### src/rtl/bcd_scan_display.sv
// Six-digit multiplexed 7-segment driver for the BCD clock. The digits are snapshotted
// once per frame so the display never tears. Supports per-digit blink and hour-tens blanking.
module bcd_scan_display #(
    parameter int SCAN_DIV     = 1000,
    parameter int BLINK_FRAMES = 50
) (
    input  logic       clk,
    input  logic       clr,
    input  logic [3:0] sec_l,
    input  logic [2:0] sec_h,
    input  logic [3:0] min_l,
    input  logic [2:0] min_h,
    input  logic [3:0] hour_l,
    input  logic [1:0] hour_h,
    input  logic [5:0] blink_en,
    input  logic       lz_blank,
    output logic [6:0] seg,
    output logic [5:0] dig_sel,
    output logic       frame_start
);

    localparam int PW = (SCAN_DIV > 1) ? $clog2(SCAN_DIV) : 1;
    localparam int FW = (BLINK_FRAMES > 1) ? $clog2(BLINK_FRAMES) : 1;
    localparam logic [PW-1:0] PRESC_MAX = PW'(SCAN_DIV - 1);
    localparam logic [FW-1:0] FRAME_MAX = FW'(BLINK_FRAMES - 1);

    logic [PW-1:0]   presc_q, presc_d;
    logic [2:0]      idx_q, idx_d;
    logic [FW-1:0]   frame_q, frame_d;
    logic            blink_ph_q, blink_ph_d;
    logic [5:0][3:0] shadow_q, shadow_d;
    logic [5:0]      blink_sh_q, blink_sh_d;
    logic [6:0]      seg_q, seg_d;
    logic [5:0]      dig_sel_q, dig_sel_d;
    logic            frame_start_q, frame_start_d;

    logic            tick;
    logic            wrap;
    logic [3:0]      cur_digit;
    logic            cur_blink;

    function automatic logic [6:0] encode(input logic [3:0] v);
        logic [6:0] s;
        case (v)
            4'd0:    s = 7'b0111111;
            4'd1:    s = 7'b0000110;
            4'd2:    s = 7'b1011011;
            4'd3:    s = 7'b1001111;
            4'd4:    s = 7'b1100110;
            4'd5:    s = 7'b1101101;
            4'd6:    s = 7'b1111100;
            4'd7:    s = 7'b0000111;
            4'd8:    s = 7'b1111111;
            4'd9:    s = 7'b1100111;
            default: s = 7'b0000000;
        endcase
        return s;
    endfunction

    always_comb begin
        // NOTE: every signal gets a default first so no path through this block infers a latch.
        presc_d       = presc_q;
        idx_d         = idx_q;
        frame_d       = frame_q;
        blink_ph_d    = blink_ph_q;
        shadow_d      = shadow_q;
        blink_sh_d    = blink_sh_q;
        cur_digit     = 4'd0;
        cur_blink     = 1'b0;

        tick = (presc_q == PRESC_MAX);
        wrap = tick && (idx_q == 3'd5);

        presc_d = tick ? '0 : presc_q + PW'(1);
        if (tick) begin
            idx_d = wrap ? 3'd0 : idx_q + 3'd1;
        end

        // The frame boundary takes the snapshot and advances the blink timebase on the same edge.
        if (wrap) begin
            shadow_d   = {{2'b00, hour_h}, hour_l, {1'b0, min_h}, min_l, {1'b0, sec_h}, sec_l};
            blink_sh_d = blink_en;
            if (frame_q == FRAME_MAX) begin
                frame_d    = '0;
                blink_ph_d = ~blink_ph_q;
            end else begin
                frame_d = frame_q + FW'(1);
            end
        end
        frame_start_d = wrap;

        for (int i = 0; i < 6; i++) begin
            if (idx_q == 3'(i)) begin
                cur_digit = shadow_q[i];
                cur_blink = blink_sh_q[i];
            end
        end

        dig_sel_d = 6'b000001 << idx_q;
        seg_d     = encode(cur_digit);
        if (blink_ph_q && cur_blink) begin
            seg_d = 7'b0000000;
        end
        // lz_blank is deliberately live: toggling it takes effect on the very next hour-tens slot.
        if ((idx_q == 3'd5) && lz_blank && (shadow_q[5] == 4'd0)) begin
            seg_d = 7'b0000000;
        end
    end

    always_ff @(posedge clk) begin
        // NOTE: sequential state uses non-blocking assignments so every flop samples pre-edge values.
        if (clr) begin
            presc_q       <= '0;
            idx_q         <= 3'd0;
            frame_q       <= '0;
            blink_ph_q    <= 1'b0;
            shadow_q      <= '0;
            blink_sh_q    <= 6'b000000;
            seg_q         <= 7'b0000000;
            dig_sel_q     <= 6'b000001;
            frame_start_q <= 1'b0;
        end else begin
            presc_q       <= presc_d;
            idx_q         <= idx_d;
            frame_q       <= frame_d;
            blink_ph_q    <= blink_ph_d;
            shadow_q      <= shadow_d;
            blink_sh_q    <= blink_sh_d;
            seg_q         <= seg_d;
            dig_sel_q     <= dig_sel_d;
            frame_start_q <= frame_start_d;
        end
    end

    assign seg         = seg_q;
    assign dig_sel     = dig_sel_q;
    assign frame_start = frame_start_q;

endmodule

### config.mk
export PLATFORM = sky130hd
export DESIGN_NAME = bcd_scan_display
export DESIGN_NICKNAME = d
export VERILOG_FILES = /design/src/rtl/bcd_scan_display.sv
export SDC_FILE = /design/constraint.sdc
export NUM_CORES = 1
export LEC_CHECK = 0
export CORE_UTILIZATION = 55
export CTS_BUF_LIST = sky130_fd_sc_hd__clkbuf_2 sky130_fd_sc_hd__clkbuf_4 sky130_fd_sc_hd__clkbuf_8
export CTS_CLUSTER_SIZE = 24
export DETAILED_ROUTE_END_ITERATION = 10
export DONT_BUFFER_PORTS = 1
export PLACE_DENSITY_LB_ADDON = 0.08
export SKIP_LAST_GASP = 1
export SLEW_MARGIN = 20
export SYNTH_ARGS = -nofsm -noshare
export SYNTH_HDL_FRONTEND = slang
export SYNTH_SLANG_ARGS = --single-unit
### constraint.sdc
create_clock -name clk -period 6 [get_ports clk]
set_clock_uncertainty 0.2 [all_clocks]
set_input_delay 1.2 -clock clk [delete_from_list [all_inputs] [get_ports clk]]
set_output_delay 1.2 -clock clk [all_outputs]
set_load 0.02 [all_outputs]
After elaboration in Yosys (flattened, before gate mapping):

Memory sizes are Yosys's and may differ from the RTL's. A register that Yosys moved wholly into a read port is not among the register bits.
Cells that the tools add are included.

* $add $sub $neg: 3
* equality and inequality tests: 7
* shifts and indexed selects: 1
* multiplexer cells: 14
* bitwise logic cells: 1
* reduce and logical (&&, ||, !) cells: 9

Operators by type and width (count)
* 2-to-1 mux 4 bit: 6
* adder 10 x 1 -> 10 bit, second input constant: 1
* equality test 10 bit, second input constant: 1
* adder 6 x 1 -> 6 bit, second input constant: 1
* equality test 3 x 2 -> 1 bit, second input constant: 2
* equality test 3 bit, second input constant: 2
* equality test 6 bit, second input constant: 1
* 2-to-1 mux 1 bit: 6
* 2-to-1 mux 6 bit: 1
* << shifter 1 x 3 -> 6 bit, first input constant: 1
* logical AND 1 bit: 4
* logical NOT 4 bit: 1
* adder 3 x 1 -> 3 bit, second input constant: 1
* equality test 3 x 1 -> 1 bit, second input constant: 1
* logical NOT 3 bit: 1
* 2-to-1 mux 3 bit: 1
* OR reduction 3 bit: 1
* AND reduction 2 bit: 1
* OR reduction 2 bit: 1
* NOT 1 bit: 1

* flip-flop bits (word level): 53
* memory bits (read-only): 112
* output and inout port bits: 14
* word-level logic and storage cells: 49
* memories kept: 1

Memories
* (no name shown): words 16, width 7, read ports 1, clocked after Yosys merged registers in 1, write ports 0, line 44 `case (v)`

Logic depth before layout (Yosys ltp):

Gate-level depths: netlist of run 1.

* depth after elaboration: 9
* gate-level depth with buffers: 12

Worst setup path after synthesis of run 1:

OpenSTA, ideal clock, no wires.

* path type: register to register
* from: register idx_q[0]
* to: register seg_q[3] (netlist: seg[3])
* library setup time: 0.135 ns
* arrival: 2.195 ns
* slack: 3.471 ns
* stages on the path, launching flop included: 10
* buffers on the path: 0
* period minus slack after synthesis: 2.529 ns
* path through: dfxtp_1 inv_1 ha_1 and2b_1 a221o_1 a31oi_1 nor2_1 ha_1 o221ai_1 a21oi_1

* longest elaborated chain between the ends: 9

RTL lines
* start: declaration: line 28 `logic [2:0] idx_q, idx_d;`
* start signal: assignment: line 124 `idx_q <= idx_d;`
* logical NOT 3 bit: line 93 `if (idx_q == 3'(i)) begin`
* 2-to-1 mux 1 bit (6 in series): line 93
* logical AND 1 bit: line 101 `if (blink_ph_q && cur_blink) begin`
* OR reduction 3 bit (no source line)
* end: declaration: line 33 `logic [6:0] seg_q, seg_d;`

Several ways; a longest one is shown, not always the timed one.
A chain may end at the register's enable or synchronous reset.

Worst setup path after layout of run 1:

* from: register idx_q[1]
* to: register seg_q[3] (netlist: seg[3])

Same word-level chain as after synthesis.

==> results.cfg, run 1 <==
[placed_design]
placed_cells = 353
dp_hpwl_um = 3494
gp_congestion = 0.9168
place_area_sq_um = 2597
port_buffers = 0

[setup_path]
reg2reg_slack_ns = 3.10
cp_cell_sequence = inv_1 > ha_1 > and2b_1 > a221o_1 > a31oi_1 > nor2_1 > ha_1 > o221ai_1 > a21oi_1
slowest_stage = a31oi_1
startpoint_type = register
crit_top_cell = ha_1
critPathMaxStageDelay_ns = 0.37
crit_path_end_kind = register
cp_data_required_time_ns = 6.00
path_class = register to register
cp.arrival_ns = 2.91
path_max_fanout = 12

[sta]
drv_slew = 0
tightestPinTransition_ns = 0.9717
finalCritPeriodShare = 0.4841
hold_viol = 0
fin_crit_ns = 2.905
fmax_ghz = 0.3443
rsz0062_at_grt = no
maxSlewHeadroom = 0.3522
report.final.setup_viol = 0
holdWs_ns = 0.2487
timing.setup.tns_ns = 0

[cells_and_area]
n_antenna_cell = 0
stdcell_count = 368
layout_commonest_cell = nand2_1
stdcell_area_sq_um = 2774
final_cell_mix = 67 x nand2_1, 60 x dfxtp_1, 39 x a21oi_1
area_growth_pct = 6.127
drive_above_1_share = 0.06329
nNetsFinal = 352

[global_routing]
grt_pass1_vias = 1819
grt_pass1_wl_um = 8314
antenna_found_initial = 0
overflow = 0
grt_max_degree = 43
grt_use_total = 0.2186

[drt]
drt_iter0_drc = 110
routedWlPerCell_um = 13.52
via_per_inst = 5.595
vias = 2059
wl_um = 4977
antenna_left = 0
drc_errors = 10
firstDrtPassIters = 7

[min_path]
hold_class = register to register

[clock_network]
htree_levels = 3
clockRootBuffer = clkbuf_8
clock-sinks = 60
numCtsBuffers = 9
clockBufferDepth = 2
postCtsSetupBuffers = 0
hold_buffers = 0
cts_tree = built
worstSkewPairLatency_ns = 0.34
ctsResizeCount = 0
clkSlewWorstSetupHoldPaths_ns = 0.06

[power_and_ir_drop]
power_frac_seq = 0.554
combinationalPowerShare = 0.010
power.net_switching_mw = 0.1508
p_sw_frac = 0.2054
ir_drop_uv = 201.0
powerDensity_nw_per_um2 = 264.7
p_leak_nw = 1.021
clkPwrFrac = 0.435
p_int_mw = 0.5834

[yosys]
synthCells = 317
synth_nets = 357
synth_edf_count = 0
syn_area_sq_um = 2614
yosys_warnings = 0
ys_seq_area_frac = 0.4596
ys.flop_type = dfxtp_1
ys_ff_latch = 60
yosysUniqueCellTypes = 41
async_reset_ff_frac = 0
syn_avg_cell_area_sq_um = 8.245

[die]
coreArea_sq_um = 4474
die_x_um = 70.94
initial_core_util = 0.5842
num_rows = 24
ios = 43
dieHeight_um = 70.94
die_area_sq_um = 5032

[run]
drv_cap = 0

[run_status]
outcome = finished with violations
violations = DRC
==> logic make-up after synthesis <==
group | synth area share
and+or+nand+nor | 0.2379
AOI/OAI and AO/OA | 0.1551
DFF | 0.4595
buffers and inverters | 0.04691
xor gates and xnor gates | 0.04021
adders and majority gates | 0.05266
muxes | 0.007659
==> per-layer routing <==
layer / wire (um) / vias to the layer above / part of all wire / track usage
met4: 108 / 0 / 0.022 / 0.1022
met2: 2273 / 43 / 0.46 / 0.3301
li1: - / 1063 / - / -
met5: 0 / - / 0 / 0
met1: 2312 / 941 / 0.46 / 0.2697
met3: 282 / 12 / 0.057 / 0.09402
==> Yosys cell counts (2+ instances only) <==
| master | instances | area, sq um |
|---|---|---|
| a21o_1 | 2 | 15.01 |
| a21oi_1 | 39 | 195.2 |
| a22oi_1 | 2 | 15.01 |
| a31oi_1 | 6 | 37.54 |
| a32oi_1 | 3 | 26.28 |
| and2_1 | 2 | 12.51 |
| and3_1 | 5 | 31.28 |
| buf_2 | 8 | 40.04 |
| clkbuf_1 | 6 | 22.52 |
| dfxtp_1 | 60 | 1201 |
| ha_1 | 11 | 137.6 |
| inv_1 | 11 | 41.29 |
| mux2i_1 | 2 | 20.02 |
| nand2_1 | 67 | 251.5 |
| nand2b_1 | 4 | 25.02 |
| nand3_1 | 2 | 10.01 |
| nand3b_1 | 2 | 15.01 |
| nand4_1 | 6 | 37.54 |
| nor2_1 | 29 | 108.9 |
| nor2_4 | 2 | 22.52 |
| nor2b_1 | 2 | 12.51 |
| nor3_1 | 6 | 30.03 |
| o21ai_0 | 9 | 45.04 |
| or2_2 | 2 | 12.51 |
| or3_1 | 3 | 18.77 |
| xnor2_1 | 5 | 43.79 |
| xor2_1 | 7 | 61.31 |
==> worst max-delay path: cells and delay by family, from the launching register on <==
family | cells | cell delay, ns
AOI/OAI and AO/OA | 4 | 0.98
adders and majority gates | 2 | 0.67
and+or+nand+nor | 2 | 0.48
DFF | 1 | 0.35
buffers and inverters | 1 | 0.10
==> power by group through the flow <==
| stage | sequential, mW | clock (mW) | combinational [mW] |
|---|---|---|---|
| finish | 0.407 | 0.320 | 0.00748 |
| detailed placement | 0.416 | 0 | 0.00741 |
| CTS | 0.407 | 0.329 | 0.00768 |
| floorplan | 0.415 | 0 | 0.00947 |
| global placement | 0.416 | 0 | 0.00741 |
| global route | 0.407 | 0.350 | 0.00877 |
==> registers in the layout, summed over array words and instances (netlist names) <==
| signal | count |
|---|---|
| idx_q | 3 |
| frame_start | 1 |
| seg | 7 |
| shadow_q | 20 |
| frame_q | 6 |
| blink_ph_q | 1 |
| dig_sel | 6 |
| presc_q | 10 |
| blink_sh_q | 6 |
==> path summary, 6_finish.rpt <==
path / startpoint / endpoint / cells past startpoint
hold reg to reg: presc_q[0] / presc_q[0] / 1
hold / removal: presc_q[0] / presc_q[0] / 1
setup reg to reg: idx_q[1] / seg[3] / 9
setup / recovery: idx_q[1] / seg[3] / 9
==> final cells by class <==
| class | count | area, sq um |
|---|---|---|
| Clock inverter | 2 | 10.01 |
| Inverter | 11 | 41.29 |
| Fill cell | 436 | 1700 |
| Multi-Input combinational cell | 230 | 1290 |
| Tap cell | 52 | 65.06 |
| Sequential cell | 60 | 1201 |
| Clock buffer | 13 | 166.4 |
==> stage by stage <==
step | total power [mW] | setup WS (ns) | util
floorplan | 0.4249 | 3.471 | -
global placement | 0.4232 | 3.233 | 0.5805
detailed placement | 0.4233 | 3.134 | 0.5805
CTS | 0.7440 | 3.128 | 0.6200
global route | 0.7658 | 2.917 | 0.6200
finish | 0.7342 | 3.095 | 0.6200
No activity file was read; power rests on OpenSTA's default activity.
==> run 2: changes to the inputs <==
--- a/config.mk
+++ b/config.mk
@@ -5,6 +5,7 @@
 export SDC_FILE = /design/constraint.sdc
 export NUM_CORES = 1
 export LEC_CHECK = 0
+export ABC_AREA = 1
 export CORE_UTILIZATION = 55
 export CTS_BUF_LIST = sky130_fd_sc_hd__clkbuf_2 sky130_fd_sc_hd__clkbuf_4 sky130_fd_sc_hd__clkbuf_8
 export CTS_CLUSTER_SIZE = 24
==> constraint.sdc (replaced) <==
create_clock -name clk -period 2.7 [get_ports clk]
set_clock_uncertainty 0.2 [all_clocks]
set_input_delay 0.54 -clock clk [delete_from_list [all_inputs] [get_ports clk]]
set_output_delay 0.54 -clock clk [all_outputs]
set_load 0.02 [all_outputs]
==> results.cfg, run 2 <==
[clock_network]
hold_buffers = 0
htree_levels = 3
worstSkewPairLatency_ns = 0.34
cts_tree = built
postCtsSetupBuffers = 0
clockBufferDepth = 2
clockRootBuffer = clkbuf_8
clkSlewWorstSetupHoldPaths_ns = 0.06
clock-sinks = 60
ctsResizeCount = 0
numCtsBuffers = 9

[cells_and_area]
n_antenna_cell = 0
final_cell_mix = 60 x dfxtp_1, 54 x nor2_1, 53 x nand2_1
nNetsFinal = 406
regMostFlops = shadow_q
layout_commonest_cell = dfxtp_1
num-fill-cells = 467
largest_register_ffs = 20
drive_above_1_share = 0.1135
area_growth_pct = 8.817

[sta]
drv_slew = 0
timing.setup.tns_ns = 0
fmax_ghz = 0.4230
hold_viol = 0
holdWs_ns = 0.06356
rsz0062_at_grt = no
fin_crit_ns = 2.364
report.final.setup_viol = 0
maxSlewHeadroom = 0.5935
finalCritPeriodShare = 0.8756
tightestPinTransition_ns = 0.6089

[setup_path]
r2r_cells = 13
crit_path_end_kind = register
cp.arrival_ns = 2.39
path_class = register to register
cp_data_required_time_ns = 2.72
startpoint_type = register
cp_cell_sequence = inv_1 > ha_1 > inv_1 > nor2_1 > nand3_1 > nand2_1 > nand2_1 > a21oi_2 > ha_1 > nand3_1 > nand3_1 > nand2_1 > a21oi_1
critPathMaxStageDelay_ns = 0.34
slowest_stage = dfxtp_1
path_max_fanout = 5

[drt]
vias = 2185
via_per_inst = 5.000
wl_um = 5446
firstDrtPassIters = 4
antenna_left = 0
routedWlPerCell_um = 12.46
drt_iter0_drc = 103
drc_errors = 0

[global_routing]
grt_pass1_wl_um = 8942
grt_use_total = 0.2280
grtUsageMet3 = 0.08333
busiest_layer = met2
antenna_found_initial = 0
grtUsageMet2 = 0.3344
overflow = 0
grt_pass1_vias = 1944
met1_usage = 0.3033
grt_max_degree = 44

[yosys]
ys.flop_type = dfxtp_1
synthTopCellsByArea = dfxtp_1 44%, nor2_1 7.4%, nand2_1 7.3%
yosys_warnings = 0
syn_area_sq_um = 2739
yosys.area.top_type = dfxtp_1
synthCells = 363
synth_edf_count = 0
async_reset_ff_frac = 0
ys_ff_latch = 60
synth_top_area_share = 0.4386
syn_avg_cell_area_sq_um = 7.545
ys_seq_area_frac = 0.4386
yosys-top-cells-count = 60 x dfxtp_1, 54 x nor2_1, 53 x nand2_1, 43 x inv_1, 34 x o21ai_0
yosysMostFrequentCell = dfxtp_1
yosysUniqueCellTypes = 37
synth_nets = 403

[die]
ios = 43
initial_core_util = 0.5761
dieHeight_um = 72.57
num_rows = 25
die_area_sq_um = 5266
coreArea_sq_um = 4755
die_x_um = 72.57

[min_path]
hold_depth = 1
hold_class = primary input to register

[placed_design]
port_buffers = 0
gp_congestion = 0.8537
dp_hpwl_um = 3873

[power_and_ir_drop]
p_leak_nw = 1.316
ir_drop_uv = 350.4
p_total_mw = 1.692
powerDensity_nw_per_um2 = 567.8

[run_status]
outcome = complete, no violations

[run]
drv_cap = 0
## run 2: path summary, 6_finish.rpt
kind                                  start          end  slack, ns
worst min-delay path                    clr   frame_q[3]       0.06
worst min register to register  shadow_q[3]  shadow_q[3]       0.25
worst max-delay path               idx_q[0]       seg[3]       0.34
worst max register to register     idx_q[0]       seg[3]       0.34
## run 2: cell families after synthesis
group / Yosys count / synth area share
and+or+nand+nor: 153 / 0.2618
xor gates and xnor gates: 4 / 0.01279
AOI/OAI and AO/OA: 75 / 0.1480
buffers and inverters: 60 / 0.08862
adders and majority gates: 11 / 0.05025
DFF: 60 / 0.4386
## run 2: layer usage
layer,vias up,share of wire
li1,1171,-
met1,961,0.49
met2,43,0.45
met3,10,0.050
met4,0,0.017
met5,-,0
## run 2: metrics by stage
step,worst slack (ns),util,instance area (sq um),cells
after floorplan,0.4951,-,2739,363
after global placement,0.3771,0.5866,2789,422
after detailed placement,0.3296,0.5866,2789,422
after CTS,0.3140,0.6268,2980,437
after global routing,0.1235,0.6268,2980,437
final,0.3359,0.6268,2980,437
## run 2: where the power goes
group	switching, mW	internal (mW)	leakage, nW
registers	0.0108	0.894	0.486
clock network	0.322	0.437	0.102
logic	0.0194	0.00895	0.728
total	0.352	1.34	1.32
## run 2: final cells by class
type / instances / area, sq um / area share
Sequential cell: 60 / 1201 / 0.4030
Inverter: 49 / 186.4 / 0.06255
Clock buffer: 14 / 186.4 / 0.06255
Tap cell: 67 / 83.83 / 0.02813
Timing Repair Buffer: 3 / 22.52 / 0.007557
Clock inverter: 1 / 5.005 / 0.001679
Multi-Input combinational cell: 243 / 1295 / 0.4345
## run 2: critical path, delay by kind of cell (launching register included)
kind / cells / cell delay (ns)
and+or+nand+nor: 7 / 0.72
adders and majority gates: 2 / 0.48
DFF: 1 / 0.34
AOI/OAI and AO/OA: 2 / 0.29
buffers and inverters: 2 / 0.22
